--- config.mk ---
export PLATFORM = sky130hd
export DESIGN_NAME = bsg_link_downstream_sipo_credit_flat
export DESIGN_NICKNAME = d
export VERILOG_FILES = /design/src/rtl/bsg_link_downstream_sipo_credit_if.sv /design/src/rtl/bsg_link_downstream_sipo_credit.sv /design/src/flat_wrapper.sv
export SDC_FILE = /design/constraint.sdc
export NUM_CORES = 1
export LEC_CHECK = 0
export CAP_MARGIN = 10
export CORE_MARGIN = 2
export CORE_UTILIZATION = 64
export CTS_BUF_LIST = sky130_fd_sc_hd__clkbuf_8
export CTS_CLUSTER_DIAMETER = 150
export DETAILED_ROUTE_END_ITERATION = 8
export PLACE_DENSITY = 0.92
export SYNTH_ARGS = -nofsm -noshare
export SYNTH_HDL_FRONTEND = slang
export SYNTH_SLANG_ARGS = --single-unit
--- constraint.sdc ---
create_clock -name clk -period 7.91 [get_ports clk]
set_clock_uncertainty 0.1 [all_clocks]
set_input_delay 1.582 -clock clk [delete_from_list [all_inputs] [get_ports clk]]
set_output_delay 1.582 -clock clk [all_outputs]
set_load 0.1 [all_outputs]
--- src/rtl/bsg_link_downstream_sipo_credit_if.sv ---
// ----------------------------------------------------------------------------
// bsg_link_downstream_sipo_credit_if
//   Bundles the channel-side input, the core-side FIFO head handshake and the
//   credit/error outputs of the downstream link receiver.
//
//   Handshake semantics (one place, applies to every user of this interface):
//     io_valid_i               : one channel beat is transferred on every clock
//                                edge where it is high; there is no ready, the
//                                upstream credit scheme guarantees room.
//     core_valid_o/core_yumi_i : valid/yumi.  core_data_o is stable while
//                                core_valid_o is high and unpopped.  A word is
//                                consumed on the edge where both are high.
//                                yumi without valid is a protocol error.
//     token_o                  : single-cycle credit pulse, one per
//                                TOKEN_DECIMATION consumed words.
//     error_o                  : sticky until reset.
//
//   Modports
//     slave  : the receiver (drives core_valid_o/core_data_o/token_o/error_o)
//     master : the environment (drives io_valid_i/io_data_i/core_yumi_i)
// ----------------------------------------------------------------------------
interface bsg_link_downstream_sipo_credit_if #(
   parameter int CHANNEL_WIDTH = 32,
   parameter int RATIO         = 2
);
   logic                             io_valid_i;
   logic [CHANNEL_WIDTH-1:0]         io_data_i;
   logic                             core_valid_o;
   logic [CHANNEL_WIDTH*RATIO-1:0]   core_data_o;
   logic                             core_yumi_i;
   logic                             token_o;
   logic                             error_o;

   modport slave (
      input  io_valid_i, io_data_i, core_yumi_i,
      output core_valid_o, core_data_o, token_o, error_o
   );

   modport master (
      output io_valid_i, io_data_i, core_yumi_i,
      input  core_valid_o, core_data_o, token_o, error_o
   );
endinterface

--- src/rtl/bsg_link_downstream_sipo_credit.sv ---
// ----------------------------------------------------------------------------
// bsg_link_downstream_sipo_credit
//   Receive side of the serialized link.  Narrow channel beats are gathered
//   into full core words (beat 0 = least significant slice), pushed into a
//   first-word-fall-through FIFO, and handed to the core with valid/yumi.
//   Every TOKEN_DECIMATION consumed words a one-cycle token is returned to
//   the upstream credit counter.  Overflow and underflow set a sticky error.
//
//   Ports
//     clk   : clock, all state updates on posedge
//     rst   : asynchronous active-high reset
//     link  : bsg_link_downstream_sipo_credit_if.slave
//             (io_valid_i, io_data_i, core_valid_o, core_data_o,
//              core_yumi_i, token_o, error_o)
// ----------------------------------------------------------------------------
module bsg_link_downstream_sipo_credit #(
   parameter int CHANNEL_WIDTH    = 32,
   parameter int RATIO            = 2,
   parameter int FIFO_ELS         = 16,
   parameter int TOKEN_DECIMATION = 8
) (
   input  logic                                 clk,
   input  logic                                 rst,
   bsg_link_downstream_sipo_credit_if.slave     link
);

   localparam int CW  = CHANNEL_WIDTH;
   localparam int WW  = CHANNEL_WIDTH * RATIO;
   localparam int AW  = (FIFO_ELS > 1) ? $clog2(FIFO_ELS) : 1;
   localparam int PW  = AW + 1;
   localparam int BW  = (RATIO > 1) ? $clog2(RATIO) : 1;
   localparam int CRW = (TOKEN_DECIMATION > 1) ? $clog2(TOKEN_DECIMATION) : 1;

   // State
   logic [BW-1:0]  beat_cnt_q, beat_cnt_d;
   logic [WW-1:0]  asm_q, asm_d;
   logic [PW-1:0]  wr_ptr_q, wr_ptr_d;
   logic [PW-1:0]  rd_ptr_q, rd_ptr_d;
   logic [CRW-1:0] credit_q, credit_d;
   logic           token_q, token_d;
   logic           error_q, error_d;
   logic [WW-1:0]  mem_q [FIFO_ELS];

   // Decoded events
   logic full, empty, last_beat, push, pop, overflow, underflow;

   always_comb begin
      empty     = (wr_ptr_q == rd_ptr_q);
      full      = (wr_ptr_q[AW-1:0] == rd_ptr_q[AW-1:0]) &&
                  (wr_ptr_q[AW] != rd_ptr_q[AW]);
      last_beat = link.io_valid_i && (beat_cnt_q == BW'(RATIO - 1));
      pop       = link.core_yumi_i && !empty;
      underflow = link.core_yumi_i && empty;
      // A same-cycle pop frees the slot being written, so a full FIFO can
      // still accept the word.
      push      = last_beat && (!full || pop);
      overflow  = last_beat && full && !pop;
   end

   // Deserializer: drop the incoming beat into its slice.  asm_d is the
   // completed word on the last beat and is what gets written to the FIFO.
   always_comb begin
      beat_cnt_d = beat_cnt_q;
      asm_d      = asm_q;
      if (link.io_valid_i) begin
         for (int k = 0; k < RATIO; k++) begin
            if (beat_cnt_q == BW'(k)) begin
               asm_d[k*CW +: CW] = link.io_data_i;
            end
         end
         if (last_beat) begin
            beat_cnt_d = '0;
         end else begin
            beat_cnt_d = beat_cnt_q + BW'(1);
         end
      end
   end

   // Pointers, credit and error
   always_comb begin
      wr_ptr_d = wr_ptr_q;
      rd_ptr_d = rd_ptr_q;
      credit_d = credit_q;
      token_d  = 1'b0;
      error_d  = error_q | overflow | underflow;
      if (push) begin
         wr_ptr_d = wr_ptr_q + PW'(1);
      end
      if (pop) begin
         rd_ptr_d = rd_ptr_q + PW'(1);
         if (credit_q == CRW'(TOKEN_DECIMATION - 1)) begin
            credit_d = '0;
            token_d  = 1'b1;
         end else begin
            credit_d = credit_q + CRW'(1);
         end
      end
   end

   always_ff @(posedge clk or posedge rst) begin
      if (rst) begin
         beat_cnt_q <= '0;
         asm_q      <= '0;
         wr_ptr_q   <= '0;
         rd_ptr_q   <= '0;
         credit_q   <= '0;
         token_q    <= 1'b0;
         error_q    <= 1'b0;
      end else begin
         beat_cnt_q <= beat_cnt_d;
         asm_q      <= asm_d;
         wr_ptr_q   <= wr_ptr_d;
         rd_ptr_q   <= rd_ptr_d;
         credit_q   <= credit_d;
         token_q    <= token_d;
         error_q    <= error_d;
      end
   end

   // Storage needs no reset: contents are only observable through the
   // pointers, and core_data_o is forced to zero while empty.
   always_ff @(posedge clk) begin
      if (push) begin
         mem_q[wr_ptr_q[AW-1:0]] <= asm_d;
      end
   end

   assign link.core_valid_o = !empty;
   assign link.core_data_o  = empty ? '0 : mem_q[rd_ptr_q[AW-1:0]];
   assign link.token_o      = token_q;
   assign link.error_o      = error_q;

endmodule

--- src/flat_wrapper.sv ---
// flat-port wrapper written by rule: the top's interface ports become plain ports
module bsg_link_downstream_sipo_credit_flat 
#(
   parameter int CHANNEL_WIDTH    = 32,
   parameter int RATIO            = 2,
   parameter int FIFO_ELS         = 16,
   parameter int TOKEN_DECIMATION = 8
)
  (clk, rst, link_io_valid_i, link_io_data_i, link_core_yumi_i, link_core_valid_o, link_core_data_o, link_token_o, link_error_o);
  bsg_link_downstream_sipo_credit_if #(.CHANNEL_WIDTH(CHANNEL_WIDTH), .RATIO(RATIO)) link_i ();
  input  logic clk;
  input  logic rst;
  input wire logic [$bits(link_i.io_valid_i)-1:0] link_io_valid_i;
  input wire logic [$bits(link_i.io_data_i)-1:0] link_io_data_i;
  input wire logic [$bits(link_i.core_yumi_i)-1:0] link_core_yumi_i;
  output wire logic [$bits(link_i.core_valid_o)-1:0] link_core_valid_o;
  output wire logic [$bits(link_i.core_data_o)-1:0] link_core_data_o;
  output wire logic [$bits(link_i.token_o)-1:0] link_token_o;
  output wire logic [$bits(link_i.error_o)-1:0] link_error_o;
  assign link_i.io_valid_i = link_io_valid_i;
  assign link_i.io_data_i = link_io_data_i;
  assign link_i.core_yumi_i = link_core_yumi_i;
  assign link_core_valid_o = link_i.core_valid_o;
  assign link_core_data_o = link_i.core_data_o;
  assign link_token_o = link_i.token_o;
  assign link_error_o = link_i.error_o;
  bsg_link_downstream_sipo_credit #(.CHANNEL_WIDTH(CHANNEL_WIDTH), .RATIO(RATIO), .FIFO_ELS(FIFO_ELS), .TOKEN_DECIMATION(TOKEN_DECIMATION)) u_core (.clk(clk), .rst(rst), .link(link_i));
endmodule
==> out/results.tsv, run 1 <==
stage	metric	value	unit
clock_tree	hold_buffers	0	
route	num_vias	21300	
cells_and_area	fin_nets	2034	
worst_setup_path	cp_top_family	buffers and inverters	
route	via_per_inst	7.14	
clock_tree	cts_buffers	162	
worst_setup_path	criticalPathCategory	reg2out	
timing	worstMarginPinSlew	1190	ps
timing	max-slew-margin-rel	20.8	%
synth	async_flop_share	7.25	%
timing	finalCritPeriodShare	80.8	%
placement	place_ws	2240	ps
placement	gp_congestion	0.783	
worst_setup_path	start_kind	flop	
timing	slew_violations	0	
route	drt-total-wl	104000	um
global_route	grt_pass1_vias	22000	
cells_and_area	drive_gt1_share	27.8	%
route	drc_errors	0	
cells_and_area	num-fill-cells	3212	
cells_and_area	design_area	46700	um2
route	drt_first_pass_iters	9	
worst_setup_path	critPathCaptureType	output pin	
floorplan	num_rows	93	
worst_setup_path	critPathArrivalTime	4710	ps
cells_and_area	postLayoutCoreUtil	72.6	%
route	drt-initial-drc-count	3195	
floorplan	die_w	259	um
hold_path	hold_path_class	reg2reg	
route	detail-route-antenna-nets	0	
clock_tree	root_buffer	clkbuf_8	
floorplan	die_h	259	um
placement	place_area	43600	um2
timing	final_hold_viol_count	0	
synth	syn_inst	1798	
clock_tree	clk_pin_slew	70	ps
synth	synth_area_leaders	edfxtp_1 (74%), mux4_2 (14%), dfrtp_1 (4.8%)	
placement	port_buffers	102	
synth	netlist_area	41500	um2
synth	synth_cell_type_count	28	
clock_tree	clock_sinks	1104	
synth	synth.net_count	1841	
floorplan	core_area	64300	um2
timing	timing.final.ws_setup	1520	ps
synth	synth-edff-count	1024	
timing	final.setup.tns	0	ps
global_route	grtUsageTotal	31.7	%
floorplan	ioPinCount	103	
global_route	grt_antenna_before_repair	7	
worst_setup_path	cp_max_fo	28	
run_status	status	finished clean	
timing	setup_viol	0	
worst_setup_path	critPathBufInv	2	
synth	ys_seq_area_share	78.8	%
synth	synthFlopType	edfxtp_1	
worst_setup_path	path_cells	xor2_1 -> nor4_4 -> and2_4 -> buf_4 -> a21oi_1 -> clkdlybuf4s50_1	
synth	synth_area_leader_cell	edfxtp_1	
floorplan	start_util	64.6	%
clock_tree	cts_buffer_depth	3	
clock_tree	post_cts_resize_count	0	
timing	fmax	0.156	GHz
clock_tree	postCtsSetupBuffers	0	
floorplan	dieArea	67000	um2
clock_tree	clock_latency	820	ps
worst_setup_path	slowest_stage	clkdlybuf4s50_1	
timing	rsz0062_at_grt	false	
global_route	grt.overflow.total	0	
cells_and_area	multiInputGateArea	8450	um2
timing	period_needed	6390	ps
route	wl_per_cell	34.8	um
worst_setup_path	worst_ep_required_time	6230	ps
synth	synth-seq-cells	1104	
cells_and_area	syn_to_final_growth	12.4	%
synth	synth_warnings	0	
clock_tree	h-tree-depth	4	
global_route	grt_max_degree	189	
synth	yosys.area.top_type_share	74.0	%
clock_tree	tritoncts	done	
run	drv_cap	0	
placement	dp.final_hpwl	54800	um
global_route	grt_pass1_wl	148000	um
cells_and_area	register_area	32800	um2
synth	avgSynthCellArea	23.1	um2
worst_setup_path	cpPeakStageDelay	1050	ps
==> kinds of logic (layout without fill, tap and decap cells) <==
group | after synthesis | after routing | synth area share, %
DFF | 1104 | 1104 | 78.8
muxes | 325 | 325 | 15.7
AOI/OAI and AO/OA | 202 | 202 | 3.26
buffers and inverters | 109 | 431 | 1.11
and+or+nand+nor | 37 | 37 | 0.542
xor gates and xnor gates | 14 | 14 | 0.295
adders and majority gates | 7 | 7 | 0.211
other | 0 | 3 | 0
==> final timing paths <==
check                                                    start                             to  slack (ps)  cells past startpoint
worst max register to register  u_core.rd_ptr_q[4]$_DFFE_PP0N_  u_core.mem_q[6][43]$_DFFE_PP_        3700                      5
worst max-delay path            u_core.rd_ptr_q[0]$_DFFE_PP0N_            link_core_data_o[7]        1520                      6
min in group asynchronous                                  rst     u_core.asm_q[14]$_DFF_PP0_        1080                      2
worst min-delay path             u_core.link.error_o$_DFF_PP0_  u_core.link.error_o$_DFF_PP0_         400                      1
worst min register to register   u_core.link.error_o$_DFF_PP0_  u_core.link.error_o$_DFF_PP0_         400                      1
max in group asynchronous                                  rst     u_core.asm_q[39]$_DFF_PP0_        5420                      3
==> Yosys cell counts (2+ instances only) <==
| cell | count |
|---|---|
| nand3_1 | 2 |
| and2_1 | 6 |
| ha_1 | 7 |
| xor2_1 | 11 |
| nand2_1 | 3 |
| mux4_2 | 256 |
| nor2_1 | 4 |
| edfxtp_1 | 1024 |
| buf_2 | 35 |
| and3_1 | 13 |
| a21o_1 | 2 |
| buf_1 | 9 |
| xnor2_1 | 3 |
| a22oi_1 | 128 |
| mux2_2 | 69 |
| a211oi_1 | 2 |
| buf_4 | 2 |
| dfrtp_1 | 80 |
| clkbuf_1 | 58 |
| inv_1 | 5 |
| nor2b_1 | 5 |
| a21oi_1 | 68 |
==> sequential cells by signal, indices dropped and copies added, names as in the netlist <==
| name | count |
|---|---|
| u_core.mem_q | 1024 |
| u_core.wr_ptr_q | 5 |
| u_core.asm_q | 64 |
| u_core.credit_q | 3 |
| u_core.link.error_o | 1 |
| u_core.rd_ptr_q | 5 |
| u_core.link.token_o | 1 |
| u_core.beat_cnt_q | 1 |
==> layout by cell type, fill, tap and decap left out, types with 27 or more instances in the layout <==
cell type	count
edfxtp_1	1024
mux4_2	256
clkbuf_8	179
a22oi_1	128
clkdlybuf4s50_1	102
dfrtp_1	78
mux2_2	69
a21oi_1	68
inv_1	61
clkinv_1	30
buf_4	27
==> metrics by stage <==
step | hold WS, ps | instances
after CTS | 395 | 2975
final | 396 | 2978
after global routing | 394 | 2975
after detailed placement | 382 | 2682
after global placement | 376 | 2682
after floorplan | 352 | 1798
==> final cells by class <==
type                            instances  area share, %
Clock buffer                          179           5.28
Sequential cell                      1104           70.1
Antenna cell                            3         0.0161
Multi-Input combinational cell        585           18.1
Tap cell                              855           2.29
Inverter                                5         0.0455
Timing Repair Buffer                  133           2.79
Clock inverter                        114           1.34
==> layer usage <==
metal | vias to the layer above | part of all wire [%] | routed length [um] | GRT usage (%)
met3 | 357 | 11 | 11700 | 7.10
met1 | 11000 | 34 | 34900 | 41.0
met2 | 1854 | 50 | 51900 | 51.6
li1 | 8052 | - | - | -
met5 | - | 0.024 | 25 | 0
met4 | 4 | 5.0 | 5160 | 16.3
Power of run 1 is left out: the tool's default activity adds up to more than one toggle a clock period on the data nets, which glitch-free logic cannot reach.
==> inputs of run 2 (changes only) <==
--- a/config.mk
+++ b/config.mk
@@ -7,11 +7,11 @@
 export LEC_CHECK = 0
 export CAP_MARGIN = 10
 export CORE_MARGIN = 2
-export CORE_UTILIZATION = 64
+export CORE_UTILIZATION = 58
 export CTS_BUF_LIST = sky130_fd_sc_hd__clkbuf_8
 export CTS_CLUSTER_DIAMETER = 150
 export DETAILED_ROUTE_END_ITERATION = 8
-export PLACE_DENSITY = 0.92
+export PLACE_DENSITY = 0.88
 export SYNTH_ARGS = -nofsm -noshare
 export SYNTH_HDL_FRONTEND = slang
 export SYNTH_SLANG_ARGS = --single-unit
==> constraint.sdc (replaced) <==
create_clock -name clk -period 5.4 [get_ports clk]
set_clock_uncertainty 0.1 [all_clocks]
set_input_delay 1.08 -clock clk [delete_from_list [all_inputs] [get_ports clk]]
set_output_delay 1.08 -clock clk [all_outputs]
set_load 0.1 [all_outputs]
==> out/results.tsv, run 2 (same netlist as run 1, synthesis figures left out) <==
stage	metric	value	unit	change
clock_tree	tritoncts	done		unchanged
timing	timing.final.ws_setup	345	ps	was 1520 ps
global_route	grt_antenna_before_repair	7		unchanged
worst_setup_path	cp_top_family	buffers and inverters		unchanged
clock_tree	h-tree-depth	4		unchanged
global_route	grtUsageTotal	28.2	%	was 31.7%
timing	fmax	0.198	GHz	
global_route	grt_use_met2	45.2	%	was 51.6%
cells_and_area	register_area	32800	um2	unchanged
route	detail-route-antenna-nets	0		unchanged
cells_and_area	final_cell_mix	edfxtp_1 (1024), mux4_2 (256), clkbuf_8 (192)		was edfxtp_1 (1024), mux4_2 (256), clkbuf_8 (179)
cells_and_area	syn_to_final_growth	13.5	%	was 12.4%
placement	place_ws	1100	ps	was 2240 ps
worst_setup_path	critPathArrivalTime	3870	ps	was 4710 ps
worst_setup_path	path_cells	buf_4 -> buf_4 -> mux4_2 -> a22oi_1 -> a21oi_1 -> buf_4		was xor2_1 -> nor4_4 -> and2_4 -> buf_4 -> a21oi_1 -> clkdlybuf4s50_1
floorplan	core_area	71200	um2	was 64300 um2
floorplan	dieArea	73800	um2	was 67000 um2
clock_tree	hold_buffers	0		unchanged
timing	max-slew-margin-rel	25.9	%	was 20.8%
run	drv_cap	0		unchanged
worst_setup_path	critPathBufInv	3		was 2
global_route	top_usage_layer	met2		unchanged
run_status	status	finished clean		unchanged
cells_and_area	drive_gt1_share	32.3	%	was 27.8%
clock_tree	postCtsSetupBuffers	0		unchanged
route	drt-total-wl	102000	um	was 104000 um
cells_and_area	postLayoutCoreUtil	66.2	%	was 72.6%
worst_setup_path	slowest_stage	dfrtp_4		was clkdlybuf4s50_1
cells_and_area	final_common_cell	edfxtp_1		unchanged
route	wl_per_cell	33.0	um	was 34.8 um
route	drt_first_pass_iters	6		was 9
timing	final.setup.tns	0	ps	unchanged
worst_setup_path	cpPeakStageDelay	730	ps	was 1050 ps
floorplan	die_w	272	um	was 259 um
worst_setup_path	cp_max_fo	29		was 28
placement	port_buffers	102		unchanged
timing	slew_violations	0		unchanged
timing	period_needed	5050	ps	
clock_tree	post_cts_resize_count	0		unchanged
cells_and_area	largest_reg_flops	1024		unchanged
clock_tree	clock_latency	810	ps	was 820 ps
timing	setup_viol	0		unchanged
clock_tree	cts_buffer_depth	3		unchanged
timing	rsz0062_at_grt	false		unchanged
timing	final_hold_viol_count	0		unchanged
worst_setup_path	start_kind	flop		unchanged
timing	finalCritPeriodShare	93.6	%	
cells_and_area	fin_nets	2054		was 2034
clock_tree	root_buffer	clkbuf_8		unchanged
floorplan	num_rows	98		was 93
placement	gp_congestion	0.798		was 0.783
cells_and_area	num-fill-cells	3953		was 3212
global_route	grt_max_degree	143		was 189
cells_and_area	multiInputGateArea	8450	um2	unchanged
worst_setup_path	worst_ep_required_time	4220	ps	was 6230 ps
clock_tree	clk_pin_slew	60	ps	was 70 ps
floorplan	start_util	58.3	%	was 64.6%
route	drc_errors	0		unchanged
hold_path	hold_path_class	reg2reg		unchanged
global_route	grt.overflow.total	0		unchanged
worst_setup_path	criticalPathCategory	reg2out		unchanged
clock_tree	cts_buffers	165		was 162
clock_tree	clock_sinks	1104		unchanged
timing	worstMarginPinSlew	1110	ps	was 1190 ps
route	drt-initial-drc-count	3223		was 3195
placement	dp.final_hpwl	57500	um	was 54800 um
worst_setup_path	cpMostUsedCell	buf_4		
global_route	grt_use_met3	7.39	%	was 7.10%
route	num_vias	21100		was 21300
worst_setup_path	critPathCaptureType	output pin		unchanged
route	via_per_inst	6.81		was 7.14
floorplan	ioPinCount	103		unchanged
floorplan	die_h	272	um	was 259 um
global_route	grt_pass1_wl	148000	um	about the same
timing	holdWs	361	ps	was 396 ps
global_route	grt_util_met1	37.8	%	was 41.0%
global_route	grt_pass1_vias	21700		was 22000
[run 2: changes by cell type in the layout (fill, tap and decap cells not counted), sizes merged, moves of 12 or more]
| cell | previous run | this run |
|---|---|---|
| buf | 31 | 113 |
| clkdlybuf4s50 | 102 | 37 |
| clkbuf | 179 | 192 |
| clkinv | 45 | 57 |
| inv | 62 | 49 |
[run 2: path summary, 6_finish.rpt]
kind                                                 from                        endpoint  slack (ps)  cells past startpoint
max                        u_core.rd_ptr_q[0]$_DFFE_PP0N_             link_core_data_o[8]         350                      6
max in group asynchronous                             rst      u_core.asm_q[15]$_DFF_PP0_        3440                      3
min in group asynchronous                             rst      u_core.asm_q[51]$_DFF_PP0_         640                      2
min reg2reg                 u_core.link.error_o$_DFF_PP0_   u_core.link.error_o$_DFF_PP0_         360                      1
max reg2reg                u_core.rd_ptr_q[4]$_DFFE_PP0N_  u_core.mem_q[11][47]$_DFFE_PP_        2070                      5
min                         u_core.link.error_o$_DFF_PP0_   u_core.link.error_o$_DFF_PP0_         360                      1
[run 2: cell type report]
type / count / area share [%]
clock inverter: 111 / 1.32
multi-input combinational: 585 / 17.9
sequential: 1104 / 69.5
antenna: 2 / 0.0106
timing repair buffer: 150 / 3.14
tap: 950 / 2.52
inverter: 5 / 0.0451
clock buffer: 192 / 5.60
[run 2: metal layers]
metal  wire length [um]  vias up  part of all wire [%]
met1              35600    10900                    35
met3              12400      251                    12
li1                   -     8112                     -
met2              50900     1799                    50
met5                 30        -                 0.029
met4               3440        6                   3.4
[run 2: stage by stage]
stage / area, um2 / std cells
2_1_floorplan: 41600 / 1798
3_3_place_gp: 43900 / 2794
3_5_place_dp: 43900 / 2794
4_1_cts: 47200 / 3097
5_1_grt: 47200 / 3098
6_report: 47200 / 3099
Power of run 2 is left out for the same reason.
